### config.mk
export PLATFORM = sky130hd
export DESIGN_NAME = pc_sequencer_flat
export DESIGN_NICKNAME = d
export VERILOG_FILES = /design/src/rtl/pc_sequencer_if.sv /design/src/rtl/pc_sequencer.sv /design/src/flat_wrapper.sv
export SDC_FILE = /design/constraint.sdc
export NUM_CORES = 1
export LEC_CHECK = 0
export BUFFER_PORTS_ARGS = -buffer_cell sky130_fd_sc_hd__buf_4
export CORE_MARGIN = 3
export CORE_UTILIZATION = 43
export CTS_BUF_LIST = sky130_fd_sc_hd__clkbuf_8
export CTS_CLUSTER_SIZE = 30
export DETAILED_ROUTE_END_ITERATION = 10
export HOLD_SLACK_MARGIN = 0.03
export PLACE_DENSITY = 0.75
export SLEW_MARGIN = 15
export SYNTH_ARGS = -nofsm -noshare
export SYNTH_HDL_FRONTEND = slang
export SYNTH_SLANG_ARGS = --single-unit
### constraint.sdc
create_clock -name clk -period 2.45 [get_ports clk]
set_clock_uncertainty 0.1 [all_clocks]
set_input_delay 0.49 -clock clk [delete_from_list [all_inputs] [get_ports clk]]
set_output_delay 0.49 -clock clk [all_outputs]
set_load 0.005 [all_outputs]
### src/rtl/pc_sequencer_if.sv
// Instruction-memory fetch handshake between the PC sequencer and imem.
interface pc_sequencer_if;
  logic        imem_req;
  logic [31:0] imem_addr;
  logic        imem_ack;

  // Sequencer side issues requests; memory side acknowledges.
  modport master (output imem_req, output imem_addr, input imem_ack);
  modport slave  (input imem_req, input imem_addr, output imem_ack);
endinterface

### src/rtl/pc_sequencer.sv
// PC register owner and fetch sequencer: FETCH/WAIT/EXEC loop with
// exception/jump/branch redirect arbitration and next-PC mux select.
module pc_sequencer #(
  parameter logic [31:0] RESET_PC   = 32'h0000_3000,
  parameter logic [31:0] EXC_VECTOR = 32'h0000_4180
) (
  input  logic          clk,
  input  logic          rst_n,
  pc_sequencer_if.master imem,
  output logic          inst_valid,
  input  logic          stall,
  input  logic          branch_req,
  input  logic          branch_taken,
  input  logic [31:0]   branch_target,
  input  logic          jump_req,
  input  logic [31:0]   jump_target,
  input  logic          exc_req,
  output logic [31:0]   pc,
  output logic [31:0]   pc_add4,
  output logic [1:0]    next_sel,
  output logic          exc_taken,
  output logic [31:0]   epc
);

  // Next-PC mux select encodings.
  localparam logic [1:0] NextIns = 2'b00;
  localparam logic [1:0] Jump    = 2'b01;
  localparam logic [1:0] Branch  = 2'b10;
  localparam logic [1:0] Zero    = 2'b11;

  localparam logic [1:0] StFetch = 2'b00;
  localparam logic [1:0] StWait  = 2'b01;
  localparam logic [1:0] StExec  = 2'b10;

  logic [1:0]  state_q, state_d;
  logic [31:0] pc_q, pc_d;
  logic [31:0] epc_q, epc_d;
  logic        exc_pend_q, exc_pend_d;
  logic        exc_taken_q, exc_taken_d;

  logic [31:0] redirect_target;
  logic        take_exc;

  assign pc_add4 = pc_q + 32'd4;

  // Redirect arbitration in EXEC: exception > jump > taken branch > pc+4.
  // A misaligned selected target is folded into the exception path.
  always_comb begin
    redirect_target = pc_add4;
    next_sel        = NextIns;
    take_exc        = 1'b0;
    if (state_q == StExec) begin
      if (jump_req) begin
        redirect_target = jump_target;
        next_sel        = Jump;
      end else if (branch_req && branch_taken) begin
        redirect_target = branch_target;
        next_sel        = Branch;
      end
      if (exc_req || exc_pend_q || (redirect_target[1:0] != 2'b00)) begin
        take_exc = 1'b1;
        next_sel = Zero;
      end
    end
  end

  // Fetch sequencing and PC/EPC update.
  always_comb begin
    state_d     = state_q;
    pc_d        = pc_q;
    epc_d       = epc_q;
    exc_pend_d  = exc_pend_q;
    exc_taken_d = 1'b0;
    case (state_q)
      StFetch, StWait: begin
        // Exception during fetch: let the fetch finish, squash it in EXEC.
        if (exc_req) exc_pend_d = 1'b1;
        state_d = imem.imem_ack ? StExec : StWait;
      end
      StExec: begin
        if (take_exc) begin
          // Exceptions do not wait for stall release.
          pc_d        = EXC_VECTOR;
          epc_d       = pc_q;
          exc_pend_d  = 1'b0;
          exc_taken_d = 1'b1;
          state_d     = StFetch;
        end else if (!stall) begin
          pc_d    = redirect_target;
          state_d = StFetch;
        end
      end
      default: state_d = StFetch;
    endcase
  end

  // State registers with synchronous active-low reset.
  always_ff @(posedge clk) begin
    if (!rst_n) begin
      state_q     <= StFetch;
      pc_q        <= RESET_PC;
      epc_q       <= 32'h0;
      exc_pend_q  <= 1'b0;
      exc_taken_q <= 1'b0;
    end else begin
      state_q     <= state_d;
      pc_q        <= pc_d;
      epc_q       <= epc_d;
      exc_pend_q  <= exc_pend_d;
      exc_taken_q <= exc_taken_d;
    end
  end

  // Outputs are gated by rst_n so a held reset presents an idle interface.
  assign imem.imem_req  = rst_n && ((state_q == StFetch) || (state_q == StWait));
  assign imem.imem_addr = pc_q;
  assign inst_valid     = rst_n && (state_q == StExec) && !exc_pend_q;
  assign pc             = pc_q;
  assign epc            = epc_q;
  assign exc_taken      = exc_taken_q;

endmodule

### src/flat_wrapper.sv
// flat-port wrapper written by rule: the top's interface ports become plain ports
module pc_sequencer_flat 
#(
  parameter logic [31:0] RESET_PC   = 32'h0000_3000,
  parameter logic [31:0] EXC_VECTOR = 32'h0000_4180
)
  (clk, rst_n, inst_valid, stall, branch_req, branch_taken, branch_target, jump_req, jump_target, exc_req, pc, pc_add4, next_sel, exc_taken, epc, imem_imem_req, imem_imem_addr, imem_imem_ack);
  pc_sequencer_if imem_i ();
  input  logic clk;
  input  logic rst_n;
  output logic inst_valid;
  input  logic stall;
  input  logic branch_req;
  input  logic branch_taken;
  input  logic [31:0] branch_target;
  input  logic jump_req;
  input  logic [31:0] jump_target;
  input  logic exc_req;
  output logic [31:0] pc;
  output logic [31:0] pc_add4;
  output logic [1:0] next_sel;
  output logic exc_taken;
  output logic [31:0] epc;
  output wire logic [$bits(imem_i.imem_req)-1:0] imem_imem_req;
  output wire logic [$bits(imem_i.imem_addr)-1:0] imem_imem_addr;
  input wire logic [$bits(imem_i.imem_ack)-1:0] imem_imem_ack;
  assign imem_imem_req = imem_i.imem_req;
  assign imem_imem_addr = imem_i.imem_addr;
  assign imem_i.imem_ack = imem_imem_ack;
  pc_sequencer #(.RESET_PC(RESET_PC), .EXC_VECTOR(EXC_VECTOR)) u_core (.clk(clk), .rst_n(rst_n), .imem(imem_i), .inst_valid(inst_valid), .stall(stall), .branch_req(branch_req), .branch_taken(branch_taken), .branch_target(branch_target), .jump_req(jump_req), .jump_target(jump_target), .exc_req(exc_req), .pc(pc), .pc_add4(pc_add4), .next_sel(next_sel), .exc_taken(exc_taken), .epc(epc));
endmodule
==> metrics.md <==
| Metric | Value |
|---|---|
| CTS Buf Count | `9` |
| Antenna Nets Post-Route | `0` |
| Worst rel slew slack | `70.9%` |
| Post-Syn Nets | `621` |
| Post-Synthesis Cells | `548` |
| Initial antenna violation count | `0` |
| FF+latch count, synth | `68` |
| H-tree Lvls | `3` |
| Ys async rst share | `0%` |
| IO Port Bufs | `204` |
| CP Buf/Inv Count | `4` |
| Logic pwr share | `18.1%` |
| Clock Power Share | `36.6%` |
| CTS Hold Bufs | `0` |
| Cells along the critical path | `buf_6, nand4_1, buf_6, buf_6, nor4_4, nand4_1, xnor2_1, buf_4` |
| Latest clock arrival within the worst-skew pair | `350 ps` |
| Crit path max-delay family | `buffers and inverters` |
| Worst hold slack | `211 ps` |
| Startpoint types | `flop` |
| WL final | `16200 um` |
| Final net count | `852` |
| P_sw | `0.706 mW` |
| Final core occ | `70.7%` |
| CP Data Arrival Time | `1910 ps` |
| Number of synthesized flops with an enable pin | `0` |
| Period utilisation layout | `102%` |
| Crit Path Category | `flop to output pin` |
| Int Power | `1.80 mW` |
| Final setup fails | `5` |
| Core ar. | `9370 um^2` |
| Largest area contributor in the netlist | `dfxtp_1` |
| Final Non-Filler Cells | `913` |
| Inserted Diodes | `0` |
| Layout cell share with drive strength beyond 1 | `48.1%` |
| Remaining DRCs | `0` |
| Worst setup EP type | `output pin` |
| Most common cell after layout, fill and taps aside | `buf_4` |
| Iteration-0 DRC Markers | `355` |
| Area after DPL | `5840 um^2` |
| Worst-path fanout max | `3` |
| VDD IR-drop max | `0.000267 V` |
| RSZ-0062 raised after global routing | `true` |
| Clk slew on worst S/H paths | `70 ps` |
| Ys flop type | `dfxtp_1` |
| WL/cell | `17.8 um` |
| All-layer global routing usage | `27.7%` |
| P_leak | `3.07 nW` |
| Die X | `105 um` |
| First-pass GRT wire length | `24800 um` |
| Hold Crit Class | `primary input to flop` |
| Die H | `105 um` |
| Sequential area share after synthesis | `32.2%` |
| Mean Syn Cell Area | `7.71 um^2` |
| Outcome | `complete, but fails checks` |
| Sequential Power Share | `45.4%` |
| Initial core utilization | `45.1%` |
| Worst-Margin Slew | `437 ps` |
| Worst Path Required | `1860 ps` |
| Pwr/cell area | `378 nW/um^2` |
| I/O Pins | `205` |
| Area contributors post-synth | `dfxtp_1 (32%), nand2_1 (8.2%), a21oi_1 (7.7%)` |
| Total design power | `2.51 mW` |
| Die area | `11000 um^2` |
| Synth warn | `0` |
| Violated checks | `negative setup slack` |
| Detailed Routing Iterations Pass 1 | `6` |
| Post-route cell area | `6630 um^2` |
| Netlist cell types | `62` |
| Worst-case clock buffer depth | `2` |
| Synth Cell Area | `4220 um^2` |
| Site row count | `35` |
| Hpwl dp | `11600 um` |
| Most frequent cells in the layout | `buf_4 (278), nand2_1 (87), a21oi_1 (65), dfxtp_1 (48), nor2_1 (27)` |
| Sw Ratio | `28.2%` |
| Clock sink count | `68` |
| Crit path top cell by count | `buf_6` |
| CTS tree | `done` |
| Maxcap violations | `0` |
| Vias in the first global route | `4930` |
| CP max stage cell | `dfxtp_4` |
| Final WS setup | `-47.3 ps` |
| Placed insts | `861` |
| Pin count of the biggest net entering global routing | `30` |
| P&R area growth vs syn | `57.0%` |
| DR vias | `5053` |
| Slew Viols, Final | `0` |
| Min Tclk post-route | `2500 ps` |
| Gr ovfl total | `0` |
| Final hold violation count | `0` |
| CTS Root Cell | `clkbuf_8` |
| Drt via density | `5.53` |
| FMAX | `400 MHz` |
| Largest stage delay, worst path | `370 ps` |
| Post-synth top area share | `32.2%` |
| Gpl congestion | `0.864` |
logic make-up (layout without fill, tap and decap cells):
logic type | count (synthesis) | after routing | synth area share (%)
and+or+nand+nor | 203 | 203 | 24.4
AOI/OAI and AO/OA | 157 | 157 | 23.9
buffers and inverters | 93 | 329 | 13.8
DFF | 68 | 68 | 32.2
xor gates and xnor gates | 26 | 26 | 5.39
adders and majority gates | 1 | 1 | 0.296
sequential cells by signal (all words and copies together), names as in the netlist:
| name | count |
|---|---|
| u_core.epc | 32 |
| u_core.imem.imem_addr | 32 |
| u_core.state_q | 2 |
| u_core.exc_pend_q | 1 |
| u_core.exc_taken | 1 |
area by class of cell:
class | instances | area (um^2)
well taps | 129 | 161
repair buffers | 295 | 2270
inverters | 18 | 67.6
flip-flops and latches | 68 | 1400
fillers | 752 | 2740
multi-input cells | 387 | 2550
clock buffers | 9 | 124
clock inverters | 7 | 60.1
metrics by stage:
step | setup slack [ps] | setup TNS [ps]
floorplan | 244 | 0
global placement | 223 | 0
detailed placement | 138 | 0
CTS | -112 | -914
global route | -196 | -1070
finish | -47.3 | -141
final timing paths:
path                                               start                   endpoint  slack, ps  cells past startpoint
worst max-delay path            u_core.imem.imem_addr[3]                pc_add4[31]        -50                      8
worst max register to register  u_core.imem.imem_addr[3]  u_core.imem.imem_addr[17]        300                     12
worst min-delay path                       imem_imem_ack          u_core.state_q[0]        210                      2
worst min register to register             u_core.epc[0]              u_core.epc[0]        350                      2
power groups by stage:
stage / logic (mW) / registers [mW] / clock network [mW]
6_report: 0.452 / 1.14 / 0.916
2_1_floorplan: 0.209 / 1.17 / 0
3_5_place_dp: 0.439 / 1.16 / 0
4_1_cts: 0.443 / 1.14 / 0.922
5_1_grt: 0.486 / 1.14 / 0.974
3_3_place_gp: 0.432 / 1.16 / 0
per-layer routing:
metal  global-route usage, %  vias to the layer above  wire [um]
met5                       0                        -          0
met4                    9.28                        0        367
met3                    5.81                       35       1080
met2                    48.6                      255       8230
met1                    33.4                     2392       6540
li1                        -                     2371          -
synthesized netlist by cell type (all sizes together) (5+ instances only):
library cell,count
o32ai,5
a21o,9
a21oi,66
dfxtp,68
buf,47
a31oi,7
and3,10
and2,6
xnor2,24
or3,5
nand3,16
clkbuf,28
nor3,10
o21ai,22
nand2,93
o31ai,5
o22ai,11
o31a,8
nand4,16
nor2,30
inv,17
nand2b,5
repair_timing:
action,4_1_cts,5_1_grt
cloned,1,0
buffers inserted,15,20
pin swaps,12,28
endpoints found under the setup margin,19,22
resized for setup,30,56
endpoints found under the hold margin,0,0
No activity file was read; power rests on OpenSTA's default activity.
